## config.mk

```make
export PLATFORM = sky130hd
export DESIGN_NAME = cache_mem_arbiter_flat
export DESIGN_NICKNAME = d
export VERILOG_FILES = /design/src/rtl/cache_mem_arbiter_pkg.sv /design/src/rtl/cache_mem_arbiter_if.sv /design/src/rtl/cache_mem_arbiter.sv /design/src/flat_wrapper.sv
export SDC_FILE = /design/constraint.sdc
export NUM_CORES = 1
export LEC_CHECK = 0
export ABC_AREA = 1
export ABC_CLOCK_PERIOD_IN_PS = 2000
export CORE_AREA = 2 2 104 106
export CTS_CLUSTER_DIAMETER = 30
export DETAILED_ROUTE_END_ITERATION = 10
export DIE_AREA = 0 0 106 108
export PLACE_DENSITY = 0.67
export SYNTH_ARGS = -nofsm -noshare
export SYNTH_HDL_FRONTEND = slang
export SYNTH_SLANG_ARGS = --single-unit
export TNS_END_PERCENT = 100
```

## constraint.sdc

```tcl
create_clock -name CLK -period 2 [get_ports CLK]
set_clock_uncertainty 0.15 [all_clocks]
set_input_delay 0.2 -clock CLK [delete_from_list [all_inputs] [get_ports CLK]]
set_output_delay 0.2 -clock CLK [all_outputs]
set_load 0.02 [all_outputs]
```

## src/rtl/cache_mem_arbiter_pkg.sv

```systemverilog
// rtl/cache_mem_arbiter_pkg.sv - shared types and defaults for the cache/RAM arbiter
// Contents: ramstate_t (RAM wrapper status), arb_state_t (arbiter grant state),
//           default starvation limit and counter width.
package cpu_types_pkg;

    typedef enum logic [1:0] {
        FREE   = 2'd0,
        BUSY   = 2'd1,
        ACCESS = 2'd2,
        ERROR  = 2'd3
    } ramstate_t;

    typedef enum logic [1:0] {
        IDLE = 2'd0,
        IGNT = 2'd1,
        DGNT = 2'd2
    } arb_state_t;

    // Consecutive dcache completions (with the icache waiting) before the icache is forced in.
    localparam int ARB_STARVE_MAX = 4;
    // Counter must be able to hold ARB_STARVE_MAX.
    localparam int ARB_CNT_W      = 3;

endpackage

```

## src/rtl/cache_mem_arbiter_if.sv

```systemverilog
// rtl/cache_mem_arbiter_if.sv - cache-side request/response and RAM-port bundle
// Signals: icache iREN/iaddr/iwait/iload, dcache dREN/dWEN/daddr/dstore/dwait/dload,
//          RAM ramREN/ramWEN/ramaddr/ramstore/ramload/ramstate.
// Modports: master = arbiter view, slave = caches + RAM wrapper view.
interface cache_mem_arbiter_if;
    import cpu_types_pkg::*;

    logic        iREN;
    logic [31:0] iaddr;
    logic        iwait;
    logic [31:0] iload;

    logic        dREN;
    logic        dWEN;
    logic [31:0] daddr;
    logic [31:0] dstore;
    logic        dwait;
    logic [31:0] dload;

    logic        ramREN;
    logic        ramWEN;
    logic [31:0] ramaddr;
    logic [31:0] ramstore;
    logic [31:0] ramload;
    ramstate_t   ramstate;

    modport master (
        input  iREN, iaddr, dREN, dWEN, daddr, dstore, ramload, ramstate,
        output iwait, iload, dwait, dload, ramREN, ramWEN, ramaddr, ramstore
    );

    modport slave (
        output iREN, iaddr, dREN, dWEN, daddr, dstore, ramload, ramstate,
        input  iwait, iload, dwait, dload, ramREN, ramWEN, ramaddr, ramstore
    );

endinterface

```

## src/rtl/cache_mem_arbiter.sv

```systemverilog
// rtl/cache_mem_arbiter.sv - shares one RAM port between icache fills and dcache fill/writeback
// Ports: CLK (rising edge), nRST (async active-low),
//        bus (cache_mem_arbiter_if.master): cache requests/waits/load data and the RAM port.
// One grant is latched per RAM access and held until ACCESS; dcache has default priority,
// the icache is forced in after STARVE_MAX consecutive dcache wins while it was waiting.
module cache_mem_arbiter
    import cpu_types_pkg::*;
#(
    parameter int STARVE_MAX = ARB_STARVE_MAX,
    parameter int CNT_W      = ARB_CNT_W
) (
    input  logic                CLK,
    input  logic                nRST,
    cache_mem_arbiter_if.master bus
);

    localparam logic [CNT_W-1:0] STARVE_MAX_C = CNT_W'(STARVE_MAX);

    arb_state_t       state_q, state_d;
    logic [CNT_W-1:0] starve_cnt_q, starve_cnt_d;

    logic dreq;
    logic force_i;
    logic ram_access;

    assign dreq       = bus.dREN | bus.dWEN;
    assign force_i    = bus.iREN & (starve_cnt_q == STARVE_MAX_C);
    assign ram_access = (bus.ramstate == ACCESS);

    always_ff @(posedge CLK or negedge nRST) begin
        if (!nRST) begin
            state_q      <= IDLE;
            starve_cnt_q <= '0;
        end else begin
            state_q      <= state_d;
            starve_cnt_q <= starve_cnt_d;
        end
    end

    // Next state and starvation counter.
    always_comb begin
        state_d      = state_q;
        starve_cnt_d = starve_cnt_q;
        case (state_q)
            IDLE: begin
                if (dreq && !force_i) begin
                    state_d = DGNT;
                end else if (bus.iREN) begin
                    state_d = IGNT;
                end
            end
            IGNT: begin
                // Withdrawal takes precedence: no completion, counter untouched.
                if (!bus.iREN) begin
                    state_d = IDLE;
                end else if (ram_access) begin
                    state_d      = IDLE;
                    starve_cnt_d = '0;
                end
            end
            DGNT: begin
                if (!dreq) begin
                    state_d = IDLE;
                end else if (ram_access) begin
                    state_d = IDLE;
                    // Only a dcache win while the icache is waiting counts toward starvation.
                    if (!bus.iREN) begin
                        starve_cnt_d = '0;
                    end else if (starve_cnt_q != STARVE_MAX_C) begin
                        starve_cnt_d = starve_cnt_q + 1'b1;
                    end
                end
            end
            default: begin
                state_d = IDLE;
            end
        endcase
    end

    // Outputs: RAM port follows the granted requester; waits drop only on completion.
    always_comb begin
        bus.iwait    = 1'b1;
        bus.dwait    = 1'b1;
        bus.ramREN   = 1'b0;
        bus.ramWEN   = 1'b0;
        bus.ramaddr  = '0;
        bus.ramstore = '0;
        bus.iload    = bus.ramload;
        bus.dload    = bus.ramload;
        case (state_q)
            IGNT: begin
                bus.ramREN  = bus.iREN;
                bus.ramaddr = bus.iaddr;
                if (bus.iREN && ram_access) begin
                    bus.iwait = 1'b0;
                end
            end
            DGNT: begin
                bus.ramaddr  = bus.daddr;
                bus.ramstore = bus.dstore;
                // A write wins over a read when both are requested.
                if (bus.dWEN) begin
                    bus.ramWEN = 1'b1;
                end else begin
                    bus.ramREN = bus.dREN;
                end
                if (dreq && ram_access) begin
                    bus.dwait = 1'b0;
                end
            end
            default: begin
            end
        endcase
    end

endmodule

```

## src/flat_wrapper.sv

```systemverilog
// flat-port wrapper written by rule: the top's interface ports become plain ports
module cache_mem_arbiter_flat import cpu_types_pkg::*;
#(
    parameter int STARVE_MAX = ARB_STARVE_MAX,
    parameter int CNT_W      = ARB_CNT_W
)
  (CLK, nRST, bus_iREN, bus_iaddr, bus_dREN, bus_dWEN, bus_daddr, bus_dstore, bus_ramload, bus_ramstate, bus_iwait, bus_iload, bus_dwait, bus_dload, bus_ramREN, bus_ramWEN, bus_ramaddr, bus_ramstore);
  cache_mem_arbiter_if bus_i ();
  input  logic CLK;
  input  logic nRST;
  input wire logic [$bits(bus_i.iREN)-1:0] bus_iREN;
  input wire logic [$bits(bus_i.iaddr)-1:0] bus_iaddr;
  input wire logic [$bits(bus_i.dREN)-1:0] bus_dREN;
  input wire logic [$bits(bus_i.dWEN)-1:0] bus_dWEN;
  input wire logic [$bits(bus_i.daddr)-1:0] bus_daddr;
  input wire logic [$bits(bus_i.dstore)-1:0] bus_dstore;
  input wire logic [$bits(bus_i.ramload)-1:0] bus_ramload;
  input wire logic [$bits(bus_i.ramstate)-1:0] bus_ramstate;
  output wire logic [$bits(bus_i.iwait)-1:0] bus_iwait;
  output wire logic [$bits(bus_i.iload)-1:0] bus_iload;
  output wire logic [$bits(bus_i.dwait)-1:0] bus_dwait;
  output wire logic [$bits(bus_i.dload)-1:0] bus_dload;
  output wire logic [$bits(bus_i.ramREN)-1:0] bus_ramREN;
  output wire logic [$bits(bus_i.ramWEN)-1:0] bus_ramWEN;
  output wire logic [$bits(bus_i.ramaddr)-1:0] bus_ramaddr;
  output wire logic [$bits(bus_i.ramstore)-1:0] bus_ramstore;
  assign bus_i.iREN = bus_iREN;
  assign bus_i.iaddr = bus_iaddr;
  assign bus_i.dREN = bus_dREN;
  assign bus_i.dWEN = bus_dWEN;
  assign bus_i.daddr = bus_daddr;
  assign bus_i.dstore = bus_dstore;
  assign bus_i.ramload = bus_ramload;
  assign bus_i.ramstate = bus_ramstate;
  assign bus_iwait = bus_i.iwait;
  assign bus_iload = bus_i.iload;
  assign bus_dwait = bus_i.dwait;
  assign bus_dload = bus_i.dload;
  assign bus_ramREN = bus_i.ramREN;
  assign bus_ramWEN = bus_i.ramWEN;
  assign bus_ramaddr = bus_i.ramaddr;
  assign bus_ramstore = bus_i.ramstore;
  cache_mem_arbiter #(.STARVE_MAX(STARVE_MAX), .CNT_W(CNT_W)) u_core (.CLK(CLK), .nRST(nRST), .bus(bus_i));
endmodule
```

==> results_dict.tcl <==
set metrics [dict create \
    finalSetupTns_ns 0 \
    grt_start_max_net_pins 29 \
    die_h_um 108 \
    pre_antenna_drt_iters 4 \
    maxSlewViolCount 0 \
    grt_first_pass_wirelength_mm 10.9 \
    final_cell_mix "sky130_fd_sc_hd__nand2_1, sky130_fd_sc_hd__clkdlybuf4s50_1, sky130_fd_sc_hd__inv_1" \
    cp-endpoint "bus_ramaddr[30]" \
    worst_slew_margin_rel_pct 83.1 \
    cts_tree "built" \
    n_fill_cell 1145 \
    vias_in_the_first_global_route 2187 \
    die_area_mm2 0.0114 \
    p_int_mw 1.55 \
    timing.setup.critical_path_class "reg2out" \
    timing.rr.start "u_core.state_q[1]" \
    finalNetCount 573 \
    viasPerCell 3.95 \
    antenna_left 0 \
    max_clock_freq_ghz 0.521 \
    drt_first_iter_violations 141 \
    post_layout_min_period_ns 1.92 \
    clock_latency_ns 0.22 \
    worst_flop_to_flop_path_endpoint "u_core.state_q[1]" \
    total_leakage_power_nw 1.70 \
    syn-num-nets 460 \
    postCtsHoldBufs 0 \
    status "completed" \
    routed_wirelength_mm 7.28 \
    seq_power_share_pct 4.7 \
    routabilityCongestion 0.822 \
    register_area_um2 125 \
    crit_arrival_ns 1.57 \
    floorplan.io_pins 267 \
    num_vias 2238 \
    start_util_pct 17.0 \
    cts_buffers 3 \
    post_synth_num_cell_types 17 \
    ys_ff_latch 5 \
    power.density_mw_per_mm2 1100 \
    ctsLongestPathBuffers 2 \
    grt_util_all_layers_pct 11.9 \
    clock_tree.htree_level_count 1 \
    diodes 0 \
    die_width_um 106 \
    startpoint_of_the_worst_setup_timing_path "u_core.state_q[1]" \
    areaGrowthSynthToFinish_pct 81.9 \
    critPathRequiredTime_ns 1.65 \
    final_hold_viol_count 0 \
    cap_viol_max_count 0 \
    hold_path.class "in2async" \
    layout.cells.most_common "sky130_fd_sc_hd__nand2_1" \
    place.port_buffers 170 \
    switching_share_pct 55.7 \
    ctsRootBufferMaster "sky130_fd_sc_hd__clkbuf_8" \
    dp_hpwl_mm 5.48 \
    setup_viol_count_final 0 \
    synth-warning-count 0 \
    utilization_after_layout_pct 31.0 \
    r2r_slack_ns 0.17 \
    postSynthCellCount 319 \
    clkSlewWorstSetupHoldPaths_ns 0.04 \
    final_min_period_over_clock_period_pct 96.0 \
    vdd.ir_drop.worst_mv 0.620 \
    start_kind "flip-flop" \
    antenna_found_initial 0 \
    synth.avg_cell_area_um2 5.47 \
    worstRegToRegCells 10 \
    ys_seq_area_share_pct 7.17 \
    critPathMaxFanout 15 \
    cts_sinks 5 \
    grt_setup_unrepaired "true" \
    drc 0 \
    crit_path_end_kind "output port" \
    placementRows 37 \
    total_power_mw 3.50 \
    grt_remaining_overflow 0 \
    syn_area_mm2 0.00174 \
    switching_power_mw 1.95 \
    core_area_mm2 0.0102 \
    comb_power_share_pct 89.9 \
    power.share.clock_pct 5.4 \
    drive_above_1_share_pct 17.2 \
    multi_input_area_um2 917 \
    wire_per_inst_um 12.8 \
    max_slew.worst_pin.slew_ns 0.252 \
]
[cells by family after synthesis]
family / count (synthesis) / share of synthesized area [%]
simple gates: 147 / 35.9
buf+inv: 128 / 43.2
flops: 5 / 7.17
compound gates: 33 / 9.47
fa+ha+maj: 6 / 4.30
[how the worst min path moves through the flow]
stage	startpoint	depth (start not counted)	end	slack, ns
after floorplan	nRST	0	u_core.starve_cnt_q[0]	-0.25
after global placement	bus_ramload[20]	0	bus_dload[20]	0.25
after detailed placement	bus_ramload[20]	0	bus_dload[20]	0.25
after CTS	nRST	1	u_core.starve_cnt_q[0]	0.07
after global routing	nRST	1	u_core.starve_cnt_q[1]	0.08
final	nRST	1	u_core.starve_cnt_q[1]	0.06
[sequential cells by signal, indices dropped and copies added (netlist names)]
| register | cells |
|---|---|
| u_core.starve_cnt_q | 3 |
| u_core.state_q | 2 |
[metal layers]
layer  track usage [%]  up-vias  wire length [um]
met5                 0        -                 0
met2              21.9      127              3630
met4              4.98        0               285
met1              12.6      966              2670
li1                  -     1106                 -
met3              3.68       39               701
[area by class of cell]
| type | count | area share [%] |
|---|---|---|
| multi-input cells | 186 | 28.9 |
| repair buffers | 187 | 54.6 |
| well taps | 136 | 5.36 |
| clock buffers | 4 | 1.42 |
| inverters | 49 | 5.80 |
| flip-flops and latches | 5 | 3.94 |
[per-stage QoR]
stage	setup WS, ns	cell area [um2]	hold slack, ns	std cells
after global placement	-0.231	3200	0.250	559
after floorplan	0.273	1740	-0.246	319
after global routing	-0.00269	3170	0.0790	567
final	0.0801	3170	0.0615	567
after CTS	-0.0705	3190	0.0688	566
after detailed placement	-0.264	3200	0.250	559
[what timing repair did]
item                       4_1_cts  5_1_grt
buffers inserted                 1        1
pin swaps                        0        0
cloned                           2        0
setup endpoints to repair       68       35
resized for setup              174       21
[power by group through the flow]
stage / sequential, mW / combinational [mW] / clock [mW]
after floorplan: 0.162 / 1.87 / 0
after global placement: 0.160 / 3.22 / 0
after detailed placement: 0.163 / 3.26 / 0
after CTS: 0.168 / 3.16 / 0.193
after global routing: 0.170 / 3.43 / 0.197
final: 0.163 / 3.15 / 0.189
[critical path: stages (launching register included)]
cell                        delay (ns)
sky130_fd_sc_hd__dfrtp_1          0.39
sky130_fd_sc_hd__inv_2            0.09
sky130_fd_sc_hd__ha_4             0.16
sky130_fd_sc_hd__bufbuf_16        0.30
sky130_fd_sc_hd__nand2_1          0.10
sky130_fd_sc_hd__a21oi_2          0.15
sky130_fd_sc_hd__buf_4            0.15
[Yosys cell counts]
cell type                 count  share of area (%)
sky130_fd_sc_hd__nand2_1    122                 26
sky130_fd_sc_hd__inv_1       48                 10
sky130_fd_sc_hd__nand3_4      1                1.0
sky130_fd_sc_hd__buf_1        3               0.65
sky130_fd_sc_hd__nand2_2      3                1.1
sky130_fd_sc_hd__nor2_1       6                1.3
sky130_fd_sc_hd__nand2_4      1               0.65
sky130_fd_sc_hd__ha_1         6                4.3
sky130_fd_sc_hd__inv_2        1               0.22
sky130_fd_sc_hd__nor2_4       2                1.3
sky130_fd_sc_hd__buf_2        8                2.3
sky130_fd_sc_hd__nor2_8       1                1.1
sky130_fd_sc_hd__buf_6        2                1.3
sky130_fd_sc_hd__nand3_1     11                3.2
sky130_fd_sc_hd__buf_4       66                 28
sky130_fd_sc_hd__a21oi_1     33                9.5
sky130_fd_sc_hd__dfrtp_1      5                7.2
Power figures use the tool's default switching activity.
